**src/rtl/el2_lsu_trigger_seq.sv**
```systemverilog
// el2_lsu_trigger_seq
// LSU M-stage trigger unit: NUM_TRIG address / store-data comparators with
// even/odd pair chaining, per-channel hit-count thresholds and sticky hit
// status. Fires are registered into the R stage (one cycle after M).
// Build option: define TRIGGER_RANGE_EN to build the unsigned >= / <
// comparators used by modes 2 and 3. Without it those modes never match;
// mode 0 (equality / NAPOT mask) is identical in both builds.
// Counter rules per counting channel, in priority order:
//   cfg_wr            -> load trig_count, the same-cycle hit is dropped
//   hit, cnt == 0     -> fire on every hit
//   hit, cnt == 1     -> fire and reload trig_count (periodic)
//   hit, cnt >  1     -> decrement, no fire
module el2_lsu_trigger_seq #(
    parameter int NUM_TRIG = 4,
    parameter int AW       = 32,
    parameter int DW       = 32,
    parameter int CW       = 8
) (
    input  logic                   clk,
    input  logic                   rst_l,
    input  logic [NUM_TRIG-1:0]    trig_m,
    input  logic [NUM_TRIG-1:0]    trig_select,
    input  logic [NUM_TRIG-1:0]    trig_load,
    input  logic [NUM_TRIG-1:0]    trig_store,
    input  logic [NUM_TRIG-1:0]    trig_match,
    input  logic [2*NUM_TRIG-1:0]  trig_mode,
    input  logic [NUM_TRIG-1:0]    trig_chain,
    input  logic [32*NUM_TRIG-1:0] trig_tdata2,
    input  logic [CW*NUM_TRIG-1:0] trig_count,
    input  logic [NUM_TRIG-1:0]    cfg_wr,
    input  logic [NUM_TRIG-1:0]    sticky_clr,
    input  logic                   lsu_valid_m,
    input  logic                   lsu_load_m,
    input  logic                   lsu_store_m,
    input  logic                   lsu_dma_m,
    input  logic                   lsu_half_m,
    input  logic                   lsu_word_m,
    input  logic [AW-1:0]          lsu_addr_m,
    input  logic [DW-1:0]          store_data_m,
    input  logic                   flush_m,
    output logic [NUM_TRIG-1:0]    lsu_trigger_match_r,
    output logic [NUM_TRIG-1:0]    trig_hit_sticky
);

    logic                        trig_en;
    logic [31:0]                 addr_word;
    logic [31:0]                 store_word;
    logic [31:0]                 store_masked;
    logic [NUM_TRIG-1:0][31:0]   operand;
    logic [NUM_TRIG-1:0][31:0]   tdata;
    logic [NUM_TRIG-1:0]         cmp_hit;
    logic [NUM_TRIG-1:0]         raw;
    logic [NUM_TRIG-1:0]         hit;
    logic [NUM_TRIG-1:0]         counting;
    logic [NUM_TRIG-1:0]         fire;
    logic [NUM_TRIG-1:0][CW-1:0] cnt_q;
    logic [NUM_TRIG-1:0][CW-1:0] cnt_d;
    logic                        unused_chain_odd;

    // Equality with optional NAPOT mask: bit j is ignored when the mask is
    // enabled and every tdata2 bit below j is one; bit 0 is always ignored
    // when the mask is enabled.
    function automatic logic mask_match(input logic [31:0] op,
                                        input logic [31:0] td,
                                        input logic        msk);
        logic ones_below;
        logic ok;
        ok         = 1'b1;
        ones_below = msk;
        for (int j = 0; j < 32; j++) begin
            if ((op[j] != td[j]) && !ones_below) begin
                ok = 1'b0;
            end
            ones_below = ones_below & td[j];
        end
        return ok;
    endfunction

    // Any armed channel powers the comparators; otherwise operands sit at 0.
    assign trig_en    = |trig_m;
    assign addr_word  = 32'(lsu_addr_m);
    assign store_word = 32'(store_data_m);

    // Size-mask the store data so byte/half stores compare only live bytes.
    always_comb begin
        store_masked = store_word;
        if (lsu_word_m) begin
            store_masked = store_word;
        end else if (lsu_half_m) begin
            store_masked = {16'h0000, store_word[15:0]};
        end else begin
            store_masked = {24'h000000, store_word[7:0]};
        end
    end

    // Odd chain bits carry no meaning; fold them so they are consumed.
    always_comb begin
        unused_chain_odd = 1'b0;
        for (int i = 1; i < NUM_TRIG; i += 2) begin
            unused_chain_odd = unused_chain_odd ^ trig_chain[i];
        end
    end

    // Per-channel operand select, compare and qualification into raw hits.
    always_comb begin
        operand = '0;
        tdata   = '0;
        cmp_hit = '0;
        raw     = '0;
        for (int i = 0; i < NUM_TRIG; i++) begin
            tdata[i] = trig_tdata2[32*i +: 32];
            if (trig_en) begin
                if (!trig_select[i]) begin
                    operand[i] = addr_word;
                end else if (trig_store[i]) begin
                    operand[i] = store_masked;
                end
            end
            case (trig_mode[2*i +: 2])
                2'd0:    cmp_hit[i] = mask_match(operand[i], tdata[i], trig_match[i]);
`ifdef TRIGGER_RANGE_EN
                2'd2:    cmp_hit[i] = (operand[i] >= tdata[i]);
                2'd3:    cmp_hit[i] = (operand[i] <  tdata[i]);
`endif
                default: cmp_hit[i] = 1'b0;
            endcase
            raw[i] = lsu_valid_m & ~lsu_dma_m & trig_m[i] & ~flush_m &
                     ((trig_store[i] & lsu_store_m) |
                      (trig_load[i] & lsu_load_m & ~trig_select[i])) &
                     cmp_hit[i];
        end
    end

    // Chaining, threshold counters and fire generation. A chained odd
    // channel neither counts nor loads; it mirrors its even partner.
    always_comb begin
        hit      = raw;
        counting = '1;
        cnt_d    = cnt_q;
        fire     = '0;
        for (int i = 0; i < NUM_TRIG; i += 2) begin
            if (trig_chain[i]) begin
                hit[i]        = raw[i] & raw[i+1];
                hit[i+1]      = raw[i] & raw[i+1];
                counting[i+1] = 1'b0;
            end
        end
        for (int i = 0; i < NUM_TRIG; i++) begin
            if (counting[i]) begin
                if (trig_en && cfg_wr[i]) begin
                    cnt_d[i] = trig_count[CW*i +: CW];
                end else if (hit[i]) begin
                    if (cnt_q[i] == '0) begin
                        fire[i] = 1'b1;
                    end else if (cnt_q[i] == CW'(1)) begin
                        fire[i]  = 1'b1;
                        cnt_d[i] = trig_count[CW*i +: CW];
                    end else begin
                        cnt_d[i] = cnt_q[i] - CW'(1);
                    end
                end
            end
        end
        for (int i = 0; i < NUM_TRIG; i += 2) begin
            if (trig_chain[i]) begin
                fire[i+1] = fire[i];
            end
        end
    end

    // R-stage fire register, sticky status (set beats clear) and counters.
    always_ff @(posedge clk or negedge rst_l) begin
        if (!rst_l) begin
            lsu_trigger_match_r <= '0;
            trig_hit_sticky     <= '0;
            cnt_q               <= '0;
        end else begin
            lsu_trigger_match_r <= fire;
            trig_hit_sticky     <= (trig_hit_sticky & ~sticky_clr) | fire;
            cnt_q               <= cnt_d;
        end
    end

endmodule

```
**config.mk**
```make
export PLATFORM = sky130hd
export DESIGN_NAME = el2_lsu_trigger_seq
export DESIGN_NICKNAME = d
export VERILOG_FILES = /design/src/rtl/el2_lsu_trigger_seq.sv
export SDC_FILE = /design/constraint.sdc
export NUM_CORES = 1
export LEC_CHECK = 0
export CORE_MARGIN = 5
export CORE_UTILIZATION = 65
export CTS_BUF_LIST = sky130_fd_sc_hd__clkbuf_4 sky130_fd_sc_hd__clkbuf_8
export CTS_CLUSTER_DIAMETER = 50
export CTS_CLUSTER_SIZE = 8
export DETAILED_ROUTE_END_ITERATION = 16
export DONT_BUFFER_PORTS = 1
export PLACE_DENSITY = 0.81
export SETUP_SLACK_MARGIN = 0.3
export SYNTH_ARGS = -nofsm -noshare
export SYNTH_HDL_FRONTEND = slang
export SYNTH_SLANG_ARGS = --single-unit
```
**constraint.sdc**
```tcl
create_clock -name clk -period 3.4 [get_ports clk]
set_input_delay 0.68 -clock clk [delete_from_list [all_inputs] [get_ports clk]]
set_output_delay 0.68 -clock clk [all_outputs]
set_load 0.01 [all_outputs]
```
==> results of run 1 <==
timing repair:
item / CTS / global route
endpoints found under the setup margin: 34 / 40
resized for setup: 9 / 62
buffers inserted: 1 / 16
cloned: 0 / 4
pin swaps: 4 / 27
report_power, final:
part / leakage, nW / internal, mW / switching, mW
sequential: 0.490 / 0.551 / 0.0882
combinational: 3.26 / 0.546 / 0.599
clock: 0.0548 / 0.222 / 0.216
metal layers:
| layer | wire, um | global-route usage, % | vias to the layer above |
|---|---|---|---|
| li1 | - | - | 5399 |
| met1 | 14300 | 53.8 | 5428 |
| met2 | 17400 | 66.7 | 914 |
| met3 | 6040 | 15.1 | 219 |
| met4 | 3000 | 25.8 | 0 |
| met5 | 0 | 0 | - |
cells in the final DEF (no fill, tap or decap), drive strengths merged, types with 9 or more instances in the layout:
master / n
and3: 30
buf: 83
dfrtp: 40
a21o: 9
mux2i: 14
a2111oi: 9
nor4: 34
or2: 11
a2bb2oi: 10
inv: 43
o21a: 10
or3: 11
a41oi: 10
clkbuf: 9
o211ai: 17
nand2b: 82
o21ai: 80
nand3: 77
a21oi: 143
and4: 27
o22ai: 17
o32ai: 9
nor3: 31
a211oi: 27
a31oi: 15
xor2: 23
nor2b: 24
o2111ai: 18
and2: 29
nand4: 71
nor2: 112
xnor2: 71
nand2: 96
a32oi: 14
cell families after synthesis:
kind of cell | after synthesis | synth area share, %
AOI/OAI and AO/OA | 459 | 32.9
and+or+nand+nor | 663 | 39.1
muxes | 14 | 1.48
DFF | 40 | 10.6
xor gates and xnor gates | 94 | 8.68
buffers and inverters | 126 | 6.33
adders and majority gates | 8 | 1.06
how the worst min path moves through the flow:
stage                                   to  slack [ns]  cells past startpoint
floorplan                         cnt_q[0]        0.38                      0
global placement                 cnt_q[17]        0.39                      0
detailed placement               cnt_q[17]        0.39                      0
CTS                 lsu_trigger_match_r[0]        0.03                      0
global route        lsu_trigger_match_r[0]        0.03                      0
finish                           cnt_q[29]        0.04                      0
flip-flops by register name, indices dropped and copies added, names as in the netlist:
register,cells
lsu_trigger_match_r,4
cnt_q,32
trig_hit_sticky,4
critical path, cell delays in order:
cell,delay [ns]
nor4_4,0.25
buf_4,0.20
buf_4,0.14
clkbuf_16,0.15
a21oi_1,0.06
xnor2_1,0.13
a221o_1,0.36
nor4_2,0.31
nand4_1,0.26
o31ai_4,0.42
nand3_4,0.15
buf_4,0.16
buf_6,0.10
o2bb2ai_2,0.11
a21oi_1,0.15
stage by stage:
stage | hold WS [ns] | setup TNS (ns) | power [mW] | setup slack [ns] | util, %
floorplan | 0.384 | 0 | 1.53 | 0.0728 | -
global placement | 0.385 | -2.47 | 1.65 | -0.221 | 69.2
detailed placement | 0.385 | -5.69 | 1.68 | -0.324 | 69.2
CTS | 0.0328 | 0 | 2.12 | 0.177 | 70.5
global route | 0.0254 | -0.381 | 2.34 | -0.0563 | 73.7
finish | 0.0378 | 0 | 2.22 | 0.0283 | 73.7
cell type report:
cell class / instances / area (um2) / area share, %
multi-input combinational: 1238 / 8300 / 78.0
sequential: 40 / 1000 / 9.41
timing repair buffer: 87 / 828 / 7.79
tap: 184 / 230 / 2.17
inverter: 42 / 158 / 1.48
clock buffer: 5 / 68.8 / 0.647
clock inverter: 3 / 46.3 / 0.435
antenna: 2 / 5.00 / 0.0471
==> results list, run 1 <==
- The run finished with clean final reports.
* Seq/Total Area, Yosys: 10.6%
- The setup check on the worst reg-to-reg path leaves a slack of 0.81 ns.
* Transition time at the pin with the least slew margin: 0.840 ns
- Count of nets after finishing: 1695
- The cell area that synthesis handed to floorplanning was 0.00949 mm2.
* Required time at the endpoint of the critical path: 3.66 ns
- Final instance count without filler cells: 1601
- Power density cells: 209 mW/mm2
- Number of rows in the core area: 44
- Number of buffers inserted by port buffering: 0
- Vertical die dimension: about 130 um
- Count of boundary I/O pins: approximately 280
- The final max-slew violation count is 0.
- Clock tree from TritonCTS: done
- Maximum number of pins on one net before global-route repair: 81
- The filler cells instantiated in the layout total roughly 1200.
* Post-route clock period utilization: 99.2%
* Endpoint type of the worst setup path: flop
* Fraction of post-synthesis cell area in the top cell type by area: 10.6%
* Detailed Routing Iterations Pass 1: 8
* Leakage: ~3.8 nW
* Number of library cell types mapped by synthesis: slightly above 90
- For the finished layout, the period the worst path requires is between 3 and 4 ns.
- From synthesis to final layout, the design area changed by 12.1%.
- Counting flops with a built-in enable in the synthesized netlist gives 0.
* Fin Clk Skew: 0.0119 ns
- The number of clock buffers added by TritonCTS is 5.
- Ratio of cells with drive above 1 in the final layout: 13.1%
- In this run the critical register-to-register path is launched from cnt_q[18].
* Register clock-pin slew on the reported worst setup and hold paths: about 0.10 ns
- Average detailed-routed wire length per instance: 25.5 um
- Wire length of the first global-routing pass: around 58000 um
- Placed Instance Area: approximately 0.010 mm2
- For this run, asynchronously set or reset flops after synthesis account for 100%.
- STA classifies the critical path startpoint as an input pin.
- In this run the clock root is driven by a clkbuf_8.
* Drt drc: 0
- Most used standard cell by instance count after synthesis: a21oi_1
- The detailed router placed 12000 vias in this run.
* Placer congestion estimate: about 1.1
* Number of violations reported at the end of detailed-routing iteration 0: 1696
- Drt total wl: 40800 um
* Cell count after placement: approximately 1600
- Relative max-transition margin: a little over two fifths
* Insertion delay to the later sink of the worst-skew pair: 0.33 ns
- Reported max-cap violation count: 0
- After floorplanning, the core was sized to cover approximately 0.014 mm2.
- Routed Antenna Nets: 0
- The initial antenna violation count is 0.
- Yosys printed 0 warnings.
- The longest clock path from root to sink contains 2 buffers.
- Total Die Area: 0.0171 mm2
* Final Setup Violations: 0
- Post-Synthesis Mean Instance Area: 6.76 um2
* Largest voltage drop on the vdd net: 0.151 mV
- Number of hold buffers added after cts: 0
* Upper clock frequency limit: 0.297 GHz
- Synthesis produced a netlist whose cell count is 1404.
* Vias per inst: 7.47
- Synthesis produced a netlist with a net count of 1685.
- Number of register bits inferred by synthesis: 40
- The worst hold path belongs to the class input pin to asynchronous set/reset pin.
- The initial utilization of the core area, before any placement, comes to 65.8%.
- Final design area excluding fillers: 0.0106 mm2
- Of all nets on the critical path, the largest fanout is 11.
* CTS sink count: 40
- Counting cells, the worst reg-to-reg path comes to 6.
- In this run the worst setup path terminates at cnt_q[0].
- Once detailed placement completed, the half-perimeter wirelength came to 31100 um.
* Overall Global Routing Usage: 43.9%
- Cell type contributing the most total cell area after synthesis: dfrtp_1
- Arrival @ worst endpoint: 3.63 ns
- The critical path is of the input pin to flop type.
- The most critical setup path has its startpoint at trig_m[0].
* Predominant post-synthesis flop cell: dfrtp_1
* Setup repair after global routing missed its margin: yes
* Total congestion overflow: 0
- Final-report hold violation count: 0
- Critical R2R Capture: cnt_q[16]
- H-tree depth: 2
* Top post-synthesis cells by count: 142 x a21oi_1, 112 x nor2_1, 96 x nand2_1
- Yosys attributes the largest share of cell area to dfrtp_1 11%, a21oi_1 7.5%, xnor2_1 6.6%.
- The via count of the first global-routing pass was 10600.
- Horizontal die dimension: 131 um
Power figures use the tool's default switching activity.
==> inputs of run 2 (changes only) <==
CTS_CLUSTER_DIAMETER = not set   (was 50)
SLEW_MARGIN = 20   (was not set)
TNS_END_PERCENT = 100   (was not set)
==> results of run 2 <==
The final DEF is identical to that of run 1; final timing and power are the same.
==> inputs of run 3 (changes only) <==
CTS_BUF_LIST = sky130_fd_sc_hd__clkbuf_2 sky130_fd_sc_hd__clkbuf_4 sky130_fd_sc_hd__clkbuf_8   (was sky130_fd_sc_hd__clkbuf_4 sky130_fd_sc_hd__clkbuf_8)
RECOVER_POWER = 100   (was not set)
SKIP_CTS_REPAIR_TIMING = 1   (was not set)
==> results list, run 3 (synthesis gave the netlist of run 1 again) <==
- Relative to the synthesized area, the layout overhead comes to 13.8%.
- Crit path time final: 3.29 ns (-0.0770 ns)
* Number of vias in the routed layout: 12000 (-0.025%)
- Transition time at the pin with the least slew margin: 0.865 ns (+0.0248 ns)
- The total of buffers placed on input and output ports was 0 (unchanged).
* Max Root-Sink Buffers: 2 (unchanged)
* Final design area excluding fillers: 0.0108 mm2 (+1.5%)
- Max-slew violation count: 0 (unchanged)
- Total Die Area: 0.0171 mm2 (unchanged)
* Most common library cell in the layout ignoring fill and taps: a21oi_1
- The number of iterations in the first detailed-routing pass came to 6 (-2).
- Crit path kind: input pin to flop
- The highest achievable clock rate was 0.304 GHz (+2.3%).
- The global routing met2 resource utilization was 65.6% (-1.1 points).
- Setup repair after global routing missed its margin: yes
* Wire length of the first global-routing pass: 58100 um (-0.46%)
- The top cell types in the final layout, fill and taps aside, are 133 x a21oi_1, 111 x nor2_1, 96 x nand2_1, 82 x nand2b_1, 73 x nand3_1.
* Antenna fix cells: 0 (-2)
- Vertical die dimension: 131 um (unchanged)
- The post-route clock skew came to 0.0107 ns (-0.00122 ns).
- Horizontal die dimension: 131 um (unchanged)
- Global-route track usage on met1: 53.6% (-0.17 points)
- The biggest fanout along the worst timing path was 11 (unchanged).
- The final hold violation count was 0 (unchanged).
* Antenna violations before repair: 0 (unchanged)
- Routed Antenna Nets: 0 (unchanged)
- The layer flagged by global routing as most heavily used is met2.
- The total overflow reported by the global router was 0 (unchanged).
* Placed Instance Area: 0.00998 mm2 (unchanged)
* Largest register by flop count: cnt_q
* Count of nets after finishing: 1696 (+0.059%)
- The area of the placeable core came to 0.0144 mm2 (unchanged).
* Worst Setup Start Kind: input pin
* H-tree depth: 2 (unchanged)
- The final weighted congestion of routability-driven global placement came to 1.09 (unchanged).
* Largest voltage drop on the vdd net: 0.150 mV (-0.60%)
* Post-DP HPWL: 31100 um (unchanged)
* Drt total wl: 41200 um (+0.96%)
* Relative max-transition margin: 41.8% (-1.7 points)
- The clock transition at the register clock pins on the worst setup and hold paths after CTS was 0.10 ns (about the same).
* Initial core utilization: 65.8% (unchanged)
- Aggregate negative setup slack: 0 ns (unchanged)
- CTS sink count: 40 (unchanged)
* Average detailed-routed wire length per instance: 25.8 um (+1.0%)
- Vias in the first global route: 10600 (+0.076%)
* Power density cells: 208 mW/mm2 (-0.53%)
* Overall Global Routing Usage: 43.8% (-0.18 points)
- The total CTS buffers is 5 (unchanged).
- Outcome: complete, no violations
* Final Setup Violations: 0 (unchanged)
* Type of the most critical hold path: input pin to asynchronous set/reset pin
- The share of layout cells above drive strength 1 was 13.8% (+0.63 points).
* Insertion delay to the later sink of the worst-skew pair: 0.33 ns (about the same)
- The number of violations reported at the end of detailed-routing iteration 0 is 1641 (-3.2%).
* Number of rows in the core area: 44 (unchanged)
- Biggest registers after layout: cnt_q x32, lsu_trigger_match_r x4, trig_hit_sticky x4
- Logic depth of the worst register-to-register path: 6 (unchanged)
- The post-detailed-route DRC marker count came to 0 (unchanged).
- Cell at the root of the clock tree: clkbuf_8
- The largest net degree at the start of global routing came to 81 (unchanged).
- The final cycle utilization of the critical path came to 96.9% (-2.3 points).
- Clock tree from TritonCTS: done
- Required time at the endpoint of the critical path: 3.61 ns (-0.05 ns)
- GR met3 Demand/Resource: 15.2% (+0.12 points)
- Vias per inst: 7.47 (about the same)
- Leakage: 3.86 nW (+1.3%)
- Count of boundary I/O pins: 281 (unchanged)
- Endpoint type of the worst setup path: flop
- The data arrival at the endpoint of the critical path is 3.51 ns (-0.12 ns).
- Reported max-cap violation count: 0 (unchanged)
- The number of flip-flops in the largest register came to 32 (unchanged).
-- run 3: final timing paths --
| path | slack [ns] | end | from |
|---|---|---|---|
| max | 0.11 | cnt_q[5] | trig_m[0] |
| min | 0.03 | lsu_trigger_match_r[0] | rst_l |
| max reg2reg | 0.90 | cnt_q[30] | cnt_q[29] |
| min reg2reg | 0.51 | cnt_q[14] | cnt_q[14] |
| max in group asynchronous | 3.26 | cnt_q[9] | rst_l |
| min in group clk | 0.47 | cnt_q[2] | trig_count[2] |
-- run 3: per-stage QoR --
stage               cells  util (%)  worst slack (ns)  hold WS [ns]  total power, mW
finish               1600      74.8             0.105        0.0334             2.24
global route         1600      74.8            0.0209        0.0253             2.37
CTS                  1578      70.0            0.0396        0.0328             2.11
detailed placement   1570      69.2            -0.324         0.385             1.68
global placement     1570      69.2            -0.221         0.385             1.65
floorplan            1404         -            0.0728         0.384             1.53
-- run 3: power by group --
group / total, mW / switching [mW] / internal [mW]
clock: 0.438 / 0.217 / 0.222
sequential: 0.639 / 0.0884 / 0.551
combinational: 1.17 / 0.612 / 0.554
-- run 3: worst max-delay path, stage by stage --
cell       delay [ns]
nor4_4           0.27
buf_6            0.18
buf_4            0.13
clkbuf_16        0.15
a211o_1          0.14
nand3_1          0.11
a2111o_1         0.38
a21oi_2          0.21
o2111ai_4        0.17
o31ai_4          0.46
nand3_4          0.16
buf_8            0.17
o211ai_1         0.17
o211ai_1         0.12
-- run 3: layout make-up --
cell class / instances / area [um2]
timing repair buffer: 88 / 935
multi-input combinational: 1238 / 8360
clock inverter: 3 / 46.3
fill: 1188 / 3630
tap: 184 / 230
clock buffer: 5 / 68.8
sequential: 40 / 1000
inverter: 42 / 158
-- run 3: per-layer routing --
metal  vias up  routed length [um]
met5         -                   0
met4         0                3050
met3       228                6300
met2       940               17700
met1      5392               14200
li1       5397                   -
